--- src/rtl/fmul_hp_arbiter.sv ---
// Two-requester round-robin front end for one fixed-latency pipelined fp16 multiplier.
// Optional sticky exception flags per requester: define FMUL_ARB_STICKY_EXC_EN.
module fmul_hp_arbiter #(
    parameter int FMUL_LATENCY = 3
) (
    input  logic        clk,
    input  logic        reset,
    input  logic        req0_valid,
    output logic        req0_ready,
    input  logic [15:0] req0_op_a,
    input  logic [15:0] req0_op_b,
    input  logic        req1_valid,
    output logic        req1_ready,
    input  logic [15:0] req1_op_a,
    input  logic [15:0] req1_op_b,
    output logic        res0_valid,
    output logic [15:0] res0_data,
    output logic        res0_ovf,
    output logic        res0_unf,
    output logic        res1_valid,
    output logic [15:0] res1_data,
    output logic        res1_ovf,
    output logic        res1_unf,
    output logic        fmul_sign_1,
    output logic [4:0]  fmul_exp_1,
    output logic [9:0]  fmul_man_1,
    output logic        fmul_sign_2,
    output logic [4:0]  fmul_exp_2,
    output logic [9:0]  fmul_man_2,
    input  logic        fmul_sign,
    input  logic [4:0]  fmul_exp,
    input  logic [9:0]  fmul_man,
    input  logic        fmul_ovf,
    input  logic        fmul_unf,
`ifdef FMUL_ARB_STICKY_EXC_EN
    input  logic        exc_clear0,
    input  logic        exc_clear1,
    output logic [1:0]  exc_sticky0,
    output logic [1:0]  exc_sticky1,
`endif
    output logic        busy
);

    // Handshake: a requester's operands are consumed on a rising edge where
    // reqN_valid && reqN_ready; at most one ready is high in any cycle.
    localparam int DEPTH = FMUL_LATENCY + 1;

    logic             r_rr_last;
    logic [DEPTH-1:0] r_tag_v;
    logic [DEPTH-1:0] r_tag_id;
    logic [15:0]      r_op_1;
    logic [15:0]      r_op_2;
    logic             r_res0_valid;
    logic [15:0]      r_res0_data;
    logic             r_res0_ovf;
    logic             r_res0_unf;
    logic             r_res1_valid;
    logic [15:0]      r_res1_data;
    logic             r_res1_ovf;
    logic             r_res1_unf;

    logic             w_grant0;
    logic             w_grant1;
    logic             w_issue;
    logic [15:0]      w_op_a;
    logic [15:0]      w_op_b;
    logic [15:0]      w_res;
    logic             w_out_v;
    logic             w_out_id;

    // Contention goes to whoever was not granted last.
    always_comb begin
        w_grant0 = 1'b0;
        w_grant1 = 1'b0;
        if (!reset) begin
            w_grant0 = req0_valid && (!req1_valid || r_rr_last);
            w_grant1 = req1_valid && (!req0_valid || !r_rr_last);
        end
    end

    always_comb begin
        w_op_a = 16'h0000;
        w_op_b = 16'h0000;
        if (w_grant0) begin
            w_op_a = req0_op_a;
            w_op_b = req0_op_b;
        end else if (w_grant1) begin
            w_op_a = req1_op_a;
            w_op_b = req1_op_b;
        end
    end

    assign w_issue  = w_grant0 | w_grant1;
    assign w_res    = {fmul_sign, fmul_exp, fmul_man};
    assign w_out_v  = r_tag_v[DEPTH-1];
    assign w_out_id = r_tag_id[DEPTH-1];

    always_ff @(posedge clk) begin
        if (reset) begin
            r_rr_last    <= 1'b1;
            r_tag_v      <= '0;
            r_tag_id     <= '0;
            r_op_1       <= 16'h0000;
            r_op_2       <= 16'h0000;
            r_res0_valid <= 1'b0;
            r_res0_data  <= 16'h0000;
            r_res0_ovf   <= 1'b0;
            r_res0_unf   <= 1'b0;
            r_res1_valid <= 1'b0;
            r_res1_data  <= 16'h0000;
            r_res1_ovf   <= 1'b0;
            r_res1_unf   <= 1'b0;
        end else begin
            r_op_1   <= w_op_a;
            r_op_2   <= w_op_b;
            r_tag_v  <= {r_tag_v[DEPTH-2:0], w_issue};
            r_tag_id <= {r_tag_id[DEPTH-2:0], w_grant1};
            if (w_issue) begin
                r_rr_last <= w_grant1;
            end
            r_res0_valid <= w_out_v && !w_out_id;
            r_res1_valid <= w_out_v && w_out_id;
            // Result fields only move for the owning requester; the other holds.
            if (w_out_v && !w_out_id) begin
                r_res0_data <= w_res;
                r_res0_ovf  <= fmul_ovf;
                r_res0_unf  <= fmul_unf;
            end
            if (w_out_v && w_out_id) begin
                r_res1_data <= w_res;
                r_res1_ovf  <= fmul_ovf;
                r_res1_unf  <= fmul_unf;
            end
        end
    end

`ifdef FMUL_ARB_STICKY_EXC_EN
    logic [1:0] r_sticky0;
    logic [1:0] r_sticky1;

    // A flag delivered in the same cycle as a clear survives the clear.
    always_ff @(posedge clk) begin
        if (reset) begin
            r_sticky0 <= 2'b00;
            r_sticky1 <= 2'b00;
        end else begin
            r_sticky0 <= (exc_clear0 ? 2'b00 : r_sticky0)
                         | ({r_res0_ovf, r_res0_unf} & {2{r_res0_valid}});
            r_sticky1 <= (exc_clear1 ? 2'b00 : r_sticky1)
                         | ({r_res1_ovf, r_res1_unf} & {2{r_res1_valid}});
        end
    end

    assign exc_sticky0 = r_sticky0;
    assign exc_sticky1 = r_sticky1;
`endif

    assign req0_ready  = w_grant0;
    assign req1_ready  = w_grant1;
    assign res0_valid  = r_res0_valid;
    assign res0_data   = r_res0_data;
    assign res0_ovf    = r_res0_ovf;
    assign res0_unf    = r_res0_unf;
    assign res1_valid  = r_res1_valid;
    assign res1_data   = r_res1_data;
    assign res1_ovf    = r_res1_ovf;
    assign res1_unf    = r_res1_unf;
    assign fmul_sign_1 = r_op_1[15];
    assign fmul_exp_1  = r_op_1[14:10];
    assign fmul_man_1  = r_op_1[9:0];
    assign fmul_sign_2 = r_op_2[15];
    assign fmul_exp_2  = r_op_2[14:10];
    assign fmul_man_2  = r_op_2[9:0];
    assign busy        = (|r_tag_v) | r_res0_valid | r_res1_valid;

endmodule

--- config.mk ---
export PLATFORM = sky130hd
export DESIGN_NAME = fmul_hp_arbiter
export DESIGN_NICKNAME = d
export VERILOG_FILES = /design/src/rtl/fmul_hp_arbiter.sv
export SDC_FILE = /design/constraint.sdc
export NUM_CORES = 1
export LEC_CHECK = 0
export CAP_MARGIN = 0
export CORE_UTILIZATION = 23
export CTS_CLUSTER_DIAMETER = 30
export DETAILED_ROUTE_END_ITERATION = 8
export HOLD_SLACK_MARGIN = 0.1
export PLACE_DENSITY_LB_ADDON = 0.08
export SETUP_SLACK_MARGIN = 0.4
export SLEW_MARGIN = 10
export SYNTH_ARGS = -nofsm -noshare
export SYNTH_HDL_FRONTEND = slang
export SYNTH_SLANG_ARGS = --single-unit
--- constraint.sdc ---
create_clock -name clk -period 4.29 [get_ports clk]
set_clock_uncertainty 0.15 [all_clocks]
set_input_delay 1.0725 -clock clk [delete_from_list [all_inputs] [get_ports clk]]
set_output_delay 1.0725 -clock clk [all_outputs]
set_load 0.01 [all_outputs]
Word-level counts from Yosys, hierarchy flattened
Cells that the tools add are included.
{ "op_classes": {"shifts": 0, "multipliers": 0, "magnitude_cmp": 0, "n_reduce_logical": 11, "eq_ne": 0, "bitwise_logic": 3, "div_mod_pow": 0, "n_addsub": 0, "muxes": 6} }
{ "op_table": {"columns": ["cell", "n"], "rows": [
  ["$mux 16", 4],
  ["$logic_and 1x1->1", 4],
  ["$logic_not 1->1", 4],
  ["$reduce_or 4->1", 1],
  ["$or 1x1->1", 3],
  ["$logic_or 1x1->1", 2],
  ["$mux 1", 2]
]} }
{ "totals": {"word_cells": 33, "mem_count": 0, "regBits": 79, "latchBits": 0, "romBits": 0, "out_inout_bits": 73, "mem_bits_rw": 0, "input_bits": 86} }

Longest topological paths before layout
{ "logic_depth": {"word_depth": 6, "depth_mapped": 5, "ltp_nobuf": 3} }

Least setup slack after synthesis
OpenSTA, ideal clock, no wires.
{ "synth_timing": {"path_type": "in2out", "startpoint": "input port req0_valid", "endpoint": "output port req1_ready", "t_arrival_ns": 1.825, "required_time_ns": 3.068, "path_stages": 4, "path_slack_ns": 1.242, "n_path_buf": 2, "cell_sequence": "buf_2 a21boi_4 buf_4 nor2b_1"} }
{ "synth_between": {"elab_chain_len": 4} }
{ "synth_lines": {"columns": ["element", "line_no", "source"], "rows": [
  ["start: declaration", "8", "input logic req0_valid,"],
  ["$logic_not 1->1", "77", "w_grant1 = req1_valid && (!req0_valid || !r_rr_last);"],
  ["$logic_or 1x1->1", "77", null],
  ["$logic_and 1x1->1", "77", null],
  ["$mux 1", "75", "if (!reset) begin"],
  ["end: declaration", "13", "output logic req1_ready,"]
]} }
No other way between the ends.

Final worst setup path
Same ends and word-level chain as after synthesis.

==> impl_metrics.tcl <==
set metrics [dict create \
    ant_nets 0 \
    ir_drop_mv 0.183 \
    fmax_mhz 263 \
    drt-initial-drc-count 120 \
    worst_pin_slew_ns 0.806 \
    via_per_inst 4.35 \
    crit_path_frequent_cell "clkdlybuf4s50_1" \
    r2r_end "res1_data[3]" \
    fill_cells 1225 \
    final_layout_size_suffix_gt1_frac 0.0507 \
    clkLatencyLatePin_ns 0.32 \
    worst-path-buf-inv 2 \
    coreArea_sq_um 11600 \
    cts_setup_buffers 0 \
    layout_min_cycle_time_ns 3.80 \
    critPathTopFamily "buffers and inverters" \
    yosysTopAreaCellShare 0.573 \
    routabilityCongestion 0.709 \
    dieArea_sq_um 12400 \
    crit_slowest_cell "clkdlybuf4s50_1" \
    start_kind "primary input" \
    yosysMostFrequentCell "dfxtp_1" \
    reg2reg_slack_ns 2.76 \
    status "complete, but fails checks" \
    grt_max_degree 78 \
    hold_path_end "r_tag_id[2]" \
    syn-num-nets 388 \
    path_cells "clkdlybuf4s50_1 -> a21boi_4 -> nor2b_1 -> clkdlybuf4s50_1" \
    maxCapViolCount 0 \
    yosys-top-cells-count "79 x dfxtp_1, 74 x nand2_1, 36 x a21oi_1, 35 x nor2_1, 32 x a32oi_1" \
    grt_util_all_layers 0.138 \
    fin_setup_tns_ns 0 \
    yosys.area.top_type "dfxtp_1" \
    rsz0062_at_grt "no" \
    min_from "r_tag_id[1]" \
    grt_pass1_wl_mm 13.3 \
    wire_per_inst_um 13.9 \
    maxSlewViolCount 0 \
    max_slew_margin 0.463 \
    num_vias 2596 \
    synth_area_leaders "dfxtp_1 57%, a32oi_1 10%, nand2_1 10%, a21oi_1 6.5%, nor2_1 4.8%" \
    ys_ff_latch 79 \
    synth.avg_cell_area_sq_um 9.14 \
    path_max_fanout 7 \
    cts_resized 0 \
    worst_ep_arrival_time_ns 2.58 \
    ioPinCount 159 \
    max_stage_delay_ns 0.58 \
    fp.dieW_um 112 \
    yosysWarningCount 0 \
    dpl-instance-area_sq_um 4380 \
    async_reset_ff_frac 0 \
    wirelength_mm 8.33 \
    period_share 0.887 \
    rows 39 \
    cts-root-buf "clkbuf_16" \
    cts_tree "done" \
    antenna_found_initial 0 \
    route.detailed.drc 9 \
    powerDensity_nw_per_um2 382 \
    yosysSeqAreaShare 0.573 \
    portBuffers 158 \
    dr.pass1.iters 6 \
    start_util 0.239 \
    nNetsFinal 535 \
    clk_pin_slew_ns 0.06 \
    syn2layout_area_growth_pct 70.4 \
    synth-edff-count 0 \
    numCtsBuffers 9 \
    cts_hold_buf 0 \
    post-dp-hpwl_mm 5.75 \
    overflow 0 \
    cts.sinks 79 \
    final_cell_area_sq_um 4710 \
    die_h_um 112 \
    synth-main-ff-cell "dfxtp_1" \
    htree_levels 3 \
    hold_path.class "flip-flop to flip-flop" \
    clock_path_buffers 2 \
    grt_pass1_vias 2630 \
    netlist_instances 302 \
    antennaDiodeCount 0 \
    setup-violations-final 0 \
    reg2reg_depth 3 \
    min_path_cells 1 \
    crit_required_ns 3.07 \
    path_class "primary input to output pin" \
    syn_area_sq_um 2760 \
    synth_cell_types 17 \
    violations "DRC" \
    final_hold_viol_count 0 \
    r2r-start "r_tag_v[3]" \
    end_kind "output pin" \
    power_leakage_uw 0.00166 \
]
per-layer routing:
layer  global-route usage  share of wire
met5                    0              0
met2                0.220           0.46
met4               0.0514          0.010
met3               0.0670           0.12
met1                0.161           0.42
cell type report:
class                           instances  area [sq um]  share of cell area
Timing Repair Buffer                  163          1610               0.343
Sequential cell                        79          1580               0.336
Clock buffer                           10           239              0.0508
Multi-Input combinational cell        196          1010               0.214
Clock inverter                          6          83.8              0.0178
Tap cell                              143           179              0.0380
power by group:
part / internal [uW] / total, uW / leakage [uW] / switching [uW]
clock: 523 / 813 / 0.000162 / 290
sequential: 760 / 768 / 0.000645 / 8.56
combinational: 132 / 216 / 0.000858 / 84.0
total: 1410 / 1800 / 0.00166 / 383
placed cells by master, fill, tap and decap left out, types with 2 or more instances in the layout:
cell type | netlist | layout
clkdlybuf4s50_1 | 0 | 157
dfxtp_1 | 79 | 79
nand2_1 | 74 | 74
a21oi_1 | 36 | 36
nor2_1 | 35 | 35
a32oi_1 | 32 | 32
nor2b_1 | 9 | 9
clkbuf_16 | 0 | 9
buf_4 | 7 | 5
nand2b_1 | 3 | 3
clkinv_2 | 0 | 3
and3b_1 | 2 | 2
bufinv_16 | 0 | 2
per-stage QoR:
| stage | total power, uW | hold WS [ns] | utilization | worst slack, ns | cells |
|---|---|---|---|---|---|
| finish | 1800 | 0.281 | 0.407 | 0.486 | 597 |
| global route | 1880 | 0.320 | 0.407 | 0.418 | 597 |
| CTS | 1840 | 0.283 | 0.407 | 0.474 | 597 |
| detailed placement | 1000 | 0.273 | 0.379 | 0.472 | 581 |
| global placement | 1000 | 0.266 | 0.379 | 0.465 | 581 |
| floorplan | 862 | 0.264 | - | 1.24 | 302 |
worst max-delay path by stage:
stage	cells after the start	startpoint	to
after floorplan	4	req0_valid	req1_ready
after global placement	4	req0_valid	req1_ready
after detailed placement	4	req0_valid	req1_ready
after CTS	4	req0_valid	req1_ready
after global routing	4	req0_valid	req1_ready
final	4	req0_valid	req1_ready
kinds of logic (layout without fill, tap and decap cells):
family | count (synthesis) | after routing | share of synthesized area
AOI/OAI and AO/OA | 69 | 69 | 0.174
DFF | 79 | 79 | 0.573
buffers and inverters | 27 | 179 | 0.0621
and+or+nand+nor | 127 | 127 | 0.192
state kept, by name, indices dropped and copies added, names as in the netlist:
register and count:
res1_valid 1, r_op_1 16, r_rr_last 1, res0_ovf 1
res1_unf 1, r_tag_v 4, res1_data 16, r_tag_id 4
res0_data 16, res0_unf 1, r_op_2 16, res0_valid 1
res1_ovf 1
(Power assumes the default switching activity.)
